$ cat config.mk
export PLATFORM = sky130hd
export DESIGN_NAME = fifo_rd_stream
export DESIGN_NICKNAME = d
export VERILOG_FILES = /design/src/rtl/fifo_rd_stream.sv
export SDC_FILE = /design/constraint.sdc
export NUM_CORES = 1
export LEC_CHECK = 0
export ABC_AREA = 1
export BUFFER_PORTS_ARGS = -buffer_cell sky130_fd_sc_hd__buf_4
export CAP_MARGIN = 20
export CELL_PAD_IN_SITES_DETAIL_PLACEMENT = 0
export CELL_PAD_IN_SITES_GLOBAL_PLACEMENT = 2
export CORE_MARGIN = 2
export CORE_UTILIZATION = 27
export DETAILED_ROUTE_END_ITERATION = 10
export GPL_ROUTABILITY_DRIVEN = 1
export GPL_TIMING_DRIVEN = 0
export PLACE_DENSITY = 0.88
export SETUP_SLACK_MARGIN = 0.05
export SLEW_MARGIN = 10
export SYNTH_ARGS = -nofsm -noshare
export SYNTH_HDL_FRONTEND = slang
export SYNTH_SLANG_ARGS = --single-unit
$ cat constraint.sdc
create_clock -name rd_clk -period 1.58 [get_ports rd_clk]
set_input_delay 0.158 -clock rd_clk [delete_from_list [all_inputs] [get_ports rd_clk]]
set_output_delay 0.158 -clock rd_clk [all_outputs]
set_load 0.03 [all_outputs]
$ cat src/rtl/fifo_rd_stream.sv
// Read-side FWFT adapter for the async FIFO. It prefetches into a 2-entry register
// buffer so a FIFO memory with registered read latency can still deliver one word per cycle.
module fifo_rd_stream #(
    parameter int DATA_WIDTH = 8
) (
    input  logic                  rd_clk,
    input  logic                  rd_rst,
    input  logic                  fifo_empty,
    input  logic [DATA_WIDTH-1:0] rd_data,
    output logic                  rd_en,
    input  logic                  flush,
    output logic                  m_valid,
    output logic [DATA_WIDTH-1:0] m_data,
    input  logic                  m_ready,
    output logic [1:0]            occupancy
);

    logic [DATA_WIDTH-1:0] buf_q [2];
    logic [DATA_WIDTH-1:0] buf_d [2];
    logic                  head_q, head_d;
    logic                  tail_q, tail_d;
    logic                  inflight_q, inflight_d;
    logic [1:0]            occ_q, occ_d;

    logic                  pop_s;
    logic                  wr_s;
    logic                  rd_en_s;
    logic [2:0]            slots_s;

    // Read request and next-state logic. The m_ready -> rd_en path is combinational
    // and must be budgeted for timing: a read may issue into the slot freed by a pop.
    always_comb begin
        pop_s      = (occ_q != 2'd0) && m_ready;
        wr_s       = inflight_q;
        slots_s    = {1'b0, occ_q} + {2'b00, inflight_q};
        rd_en_s    = !rd_rst && !flush && !fifo_empty &&
                     ((slots_s < 3'd2) || ((slots_s == 3'd2) && pop_s));
        buf_d      = buf_q;
        head_d     = head_q;
        tail_d     = tail_q;
        inflight_d = inflight_q;
        occ_d      = occ_q;
        if (flush) begin
            head_d     = 1'b0;
            tail_d     = 1'b0;
            inflight_d = 1'b0;
            occ_d      = 2'd0;
        end else begin
            if (wr_s) begin
                buf_d[tail_q] = rd_data;
                tail_d        = ~tail_q;
            end else begin
                tail_d = tail_q;
            end
            if (pop_s) begin
                head_d = ~head_q;
            end else begin
                head_d = head_q;
            end
            inflight_d = rd_en_s;
            occ_d      = occ_q + {1'b0, wr_s} - {1'b0, pop_s};
        end
    end

    // State registers; reset also zeroes the buffer so m_data reads 0 afterwards.
    always_ff @(posedge rd_clk) begin
        if (rd_rst) begin
            buf_q[0]   <= {DATA_WIDTH{1'b0}};
            buf_q[1]   <= {DATA_WIDTH{1'b0}};
            head_q     <= 1'b0;
            tail_q     <= 1'b0;
            inflight_q <= 1'b0;
            occ_q      <= 2'd0;
        end else begin
            buf_q      <= buf_d;
            head_q     <= head_d;
            tail_q     <= tail_d;
            inflight_q <= inflight_d;
            occ_q      <= occ_d;
        end
    end

    assign rd_en     = rd_en_s;
    assign m_valid   = (occ_q != 2'd0);
    assign m_data    = buf_q[head_q];
    assign occupancy = occ_q;

endmodule

# Yosys cells after proc, flatten, opt, wreduce, memory -nomap -nowiden
# Cells that the tools add are included.
[word_totals] elab_cells=38 input_bits=13 ff_bits=21
[classes] mux=6 reduce_logical=13 bitwise=5 n_eq_ne=1 n_addsub=3 magnitude_cmp=4
[ops] operator="two-way mux 8 bit" count=4
[ops] operator="bitwise mux 16 bit" count=1
[ops] operator="demux 8 bit (select 1 bit)" count=1
[ops] operator="logical AND 1 bit" count=6
[ops] operator="greater-or-equal comparator 2 bit, second input constant" count=2
[ops] operator="NOT 1 -> 2 bit" count=2
[ops] operator="adder 2 x 1 -> 3 bit" count=1
[ops] operator="== test 3 x 2 -> 1 bit, second input constant" count=1
[ops] operator="logical NOT 1 bit" count=3
[ops] operator="less-than comparator 3 x 2 -> 1 bit, second input constant" count=1
[ops] operator="NOT 1 bit" count=3
[ops] operator="adder 2 x 1 -> 2 bit" count=1
[ops] operator="less-than comparator 2 x 1 -> 1 bit, second input constant" count=1
[ops] operator="AND reduction 2 bit" count=1
[ops] operator="nonzero test 2 bit" count=1
[ops] operator="OR reduction 2 bit" count=1
[ops] operator="subtractor 2 x 1 -> 2 bit" count=1
[ops] operator="logical OR 1 bit" count=1

# Depth between registers and ports, before layout
[logic_depth] depth_word=6 ltp_mapped=8 depth_no_buf=8

# Worst setup path before layout
# No wires, ideal clock.
[synth_path] path_type="reg-to-output" startpoint="register occ_q[0], in the netlist occupancy[0]" endpoint="output port rd_en" stages_incl_launch_ff=8 n_path_buf=0 required_ps=1422 arrival_ps=1717 path_slack_ps=-295 path_cell_list="dfxtp_1 -> ha_1 -> inv_1 -> ha_1 -> nand2_1 -> nor2_1 -> nand2_1 -> a21oi_1"
[synth_via] elab_chain_cells=5 word_cells_on_any_way=8 cone_classes="add/sub (1); order compare (1); eq/ne (1); reduce/logical (5)"
[synth_rtl] item="start: declaration" line="23" rtl="logic [1:0] occ_q, occ_d;"
[synth_rtl] item="start signal: assignment" line="73" rtl="occ_q <= 2'd0;"
[synth_rtl] item="start signal: assignment" line="79" rtl="occ_q <= occ_d;"
[synth_rtl] item="parallel branches: the longest is 3 deep, another holds adder 2 x 1 -> 3 bit"
[synth_rtl] item="logical OR 1 bit *" line="37" rtl="((slots_s < 3'd2) || ((slots_s == 3'd2) && pop_s));"
[synth_rtl] item="logical AND 1 bit *" line="36" rtl="rd_en_s = !rd_rst && !flush && !fifo_empty &&"
[synth_rtl] item="end: declaration" line="10" rtl="output logic rd_en,"
# Every way passes the cells marked *.

# Worst setup path after layout
[layout_path] startpoint="register inflight_q" endpoint="output port rd_en"
[layout_via] elab_chain_cells=5 word_cells_on_any_way=6 cone_classes="add/sub (1); order compare (1); eq/ne (1); reduce/logical (3)"
[layout_rtl] item="start: declaration" line="22" rtl="logic inflight_q, inflight_d;"
[layout_rtl] item="start signal: assignment" line="78" rtl="inflight_q <= inflight_d;"
[layout_rtl] item="adder 2 x 1 -> 3 bit *" line="35" rtl="slots_s = {1'b0, occ_q} + {2'b00, inflight_q};"
[layout_rtl] item="parallel branches: the longest is 2 deep, another holds less-than comparator 3 x 2 -> 1 bit"
[layout_rtl] item="logical OR 1 bit *" line="37"
[layout_rtl] item="logical AND 1 bit *" line="36"
# Marks and branches as above.

==> results by group <==
Critical path
  – CP endpoint kind: output port
  – Max stage delay on crit path: 0.36 ns
  – CP cell instances: ha_4 -> inv_2 -> ha_4 -> nand2_1 -> nor2_1 -> nand2_1 -> a21oi_4 -> buf_6
  – Worst EP required: 1.42 ns
  – Crit. Startpoint: inflight_q$_SDFF_PP0_
  – Arrival time worst endpoint: 1.52 ns
  – R2R depth: 9
  – Reg-to-reg slack, setup: 0.10 ns
  – Crit Path Max Fanout: 2
  – Crit path to: rd_en
  – End of the worst register-to-register path: occupancy[1]$_SDFF_PP0_
  – Launching point of the worst reg2reg path: occupancy[0]$_SDFF_PP0_
  – Critical-path top delay cell: dfxtp_4
  – Critical setup path kind: reg -> out
  – Critical Path Source Type: flip-flop

Timing
  – Worst slew pin tran: 0.286 ns
  – Final setup vio count: 1
  – Min Hold Slack: 0.133 ns
  – Max Slew Vio Count: 0
  – F_max: 595 MHz
  – Fin crit share: 106%
  – Crit path time final: 1.68 ns
  – Clock Skews: 0.000762 ns
  – Fin. Hold Viols: 0
  – RSZ-0062 raised after global routing: yes
  – Worst setup margin: -0.100 ns
  – Slew headroom: 80.9%

Global routing
  – M3 GR Usage: 2.43%
  – Largest net degree at the start of global routing: 12
  – Initial antenna violation count: 0
  – Grt met1 use: 15.5%
  – Grt peak-use layer: met2
  – Global-route wire length before repair: 4110 um
  – Number of global-route vias before repair: 934
  – GRT overflow: 0
  – Total Routing Usage GR: 12.7%
  – Met2 GRT Util: 22.0%

Logic synthesis
  – Sequential area share after synthesis: 41.9%
  – Syn nets: 169
  – Syn Area/Cell: 6.65 sq um
  – Cells after Synth: 151
  – Netlist Area Pre-Place: 0.00100 sq mm
  – Unique masters post-synth: 12
  – Yosys reg bits: 21
  – Yosys warns: 0

Placement
  – IO Port Bufs: 24
  – Placed Area: 0.00126 sq mm
  – GPL Wtd Cong: 0.747
  – DP HPWL: 1710 um

Die
  – Rows: 22
  – Top Ports: 25
  – Initial Util: 27.8%
  – Core area: 0.00361 sq mm
  – Die X: 65.0 um
  – Die Ht: 65.0 um
  – Die ar.: 0.00422 sq mm

Power and ir drop
  – Lkg Pwr: 0.663 nW
  – Worst vdd ir: 0.000221 V
  – PwrDens: 750 mW/mm^2

Layout
  – Layout Nets: 200
  – Final Cell Area: 0.00138 sq mm
  – ANT cells: 0
  – Commonest non-fill, non-tap cell in the layout: nor2_1
  – Area growth, synth to finish: 37.0%
  – Share of post-route cells with drive strength above 1: 24.9%
  – Commonest non-fill, non-tap cells in the layout: nor2_1 (37), nand2_1 (33), buf_4 (26)

Routing
  – Routed vias/inst: 4.13
  – First drt pass iteration count: 4
  – Routed wire length: 2370 um
  – # DRC: 0
  – Antenna-violating nets left: 0
  – Wire length per cell: 10.4 um
  – Initial DRC count: 30
  – Vias: 945

Clock network
  – CTS clock-pin slew for the worst setup and hold paths: 0.08 ns
  – CTS H-tree lvls: 1
  – TritonCTS clock tree: built
  – Root Driver: clkbuf_8
  – # hold bufs at CTS: 0
  – Cts bufs inserted: 3
  – Clk buf depth: 2
  – Clock sinks: 21
  – Clock latency on the worst-skew pair: 0.25 ns

Run status
  – Failing checks: negative setup slack
  – Status: finished with violations

Worst hold path
  – Hold WC Path Type: in -> reg

Run
  – Max-cap viol count: 0
report_power, final:
group / internal [mW] / switching (mW)
Clock: 0.179 / 0.170
Sequential: 0.538 / 0.00492
Combinational: 0.0585 / 0.0797
Total: 0.776 / 0.255
repair_timing:
item                       4_1_cts  5_1_grt
setup endpoints to repair        4       11
setup buffers                    2        0
resized for setup               10        6
hold endpoints to repair         0        0
pin swaps                        5        2
cell type report:
type,count,area [sq um]
Buffer,4,38.8
Clock buffer,4,45.0
Tap cell,48,60.1
Sequential cell,21,429
Timing Repair Buffer,26,199
Inverter,25,93.8
Fill cell,389,2230
Multi-Input combinational cell,101,509
worst min-delay path by stage:
stage	from	to	slack, ns	depth (start not counted)
final	rd_data[7]	buf_q[15]$_SDFFE_PP0P_	0.13	3
after floorplan	rd_data[2]	buf_q[10]$_SDFFE_PP0P_	0.29	2
after detailed placement	rd_data[4]	buf_q[12]$_SDFFE_PP0P_	0.40	3
after CTS	rd_data[4]	buf_q[12]$_SDFFE_PP0P_	0.13	3
after global placement	rd_data[3]	buf_q[11]$_SDFFE_PP0P_	0.39	3
after global routing	rd_data[7]	buf_q[15]$_SDFFE_PP0P_	0.15	3
per-stage QoR:
stage,power [mW],std cells,TNS (ns),util [%],worst slack [ns]
after detailed placement,0.688,223,-0.00629,34.9,-0.00629
final,1.03,229,-0.100,38.1,-0.100
after global routing,1.09,229,-0.194,38.1,-0.178
after CTS,1.04,229,-0.154,37.6,-0.154
after global placement,0.686,223,0,34.9,0.0246
after floorplan,0.631,151,0,-,0.0555
sequential cells by signal (all words and copies together) (netlist names):
name	cells
tail_q	1
head_q	1
inflight_q	1
buf_q	16
occupancy	2
critical path, delay by kind of cell, from the launching register on:
kind                       cells  cell delay, ns
adders and majority gates      2            0.37
DFF                            1            0.36
and+or+nand+nor                3            0.22
buffers and inverters          2            0.18
AOI/OAI and AO/OA              1            0.14
layer usage:
metal,vias up,part of all wire (%)
met5,-,0
met4,0,0
met3,0,2.1
met2,13,49
met1,417,49
li1,515,-
cells in the mapped netlist, drive strengths merged:
library cell   n  area share (%)
nand3          3             2.5
inv           25             9.4
o21ai         17             8.5
dfxtp         21              42
buf            4             2.6
nor2          39              15
ha             5             6.2
a21oi          4             2.0
nand2         33              12
cell families after synthesis:
| kind of cell | after synthesis | synth area share, % |
|---|---|---|
| AND/OR/NAND/NOR | 75 | 29.4 |
| buffers and inverters | 29 | 12.0 |
| AO/OA/AOI/OAI | 21 | 10.5 |
| flip-flops | 21 | 41.9 |
| adder cells (fa/ha/maj) | 5 | 6.23 |
Power figures use the tool's default switching activity.
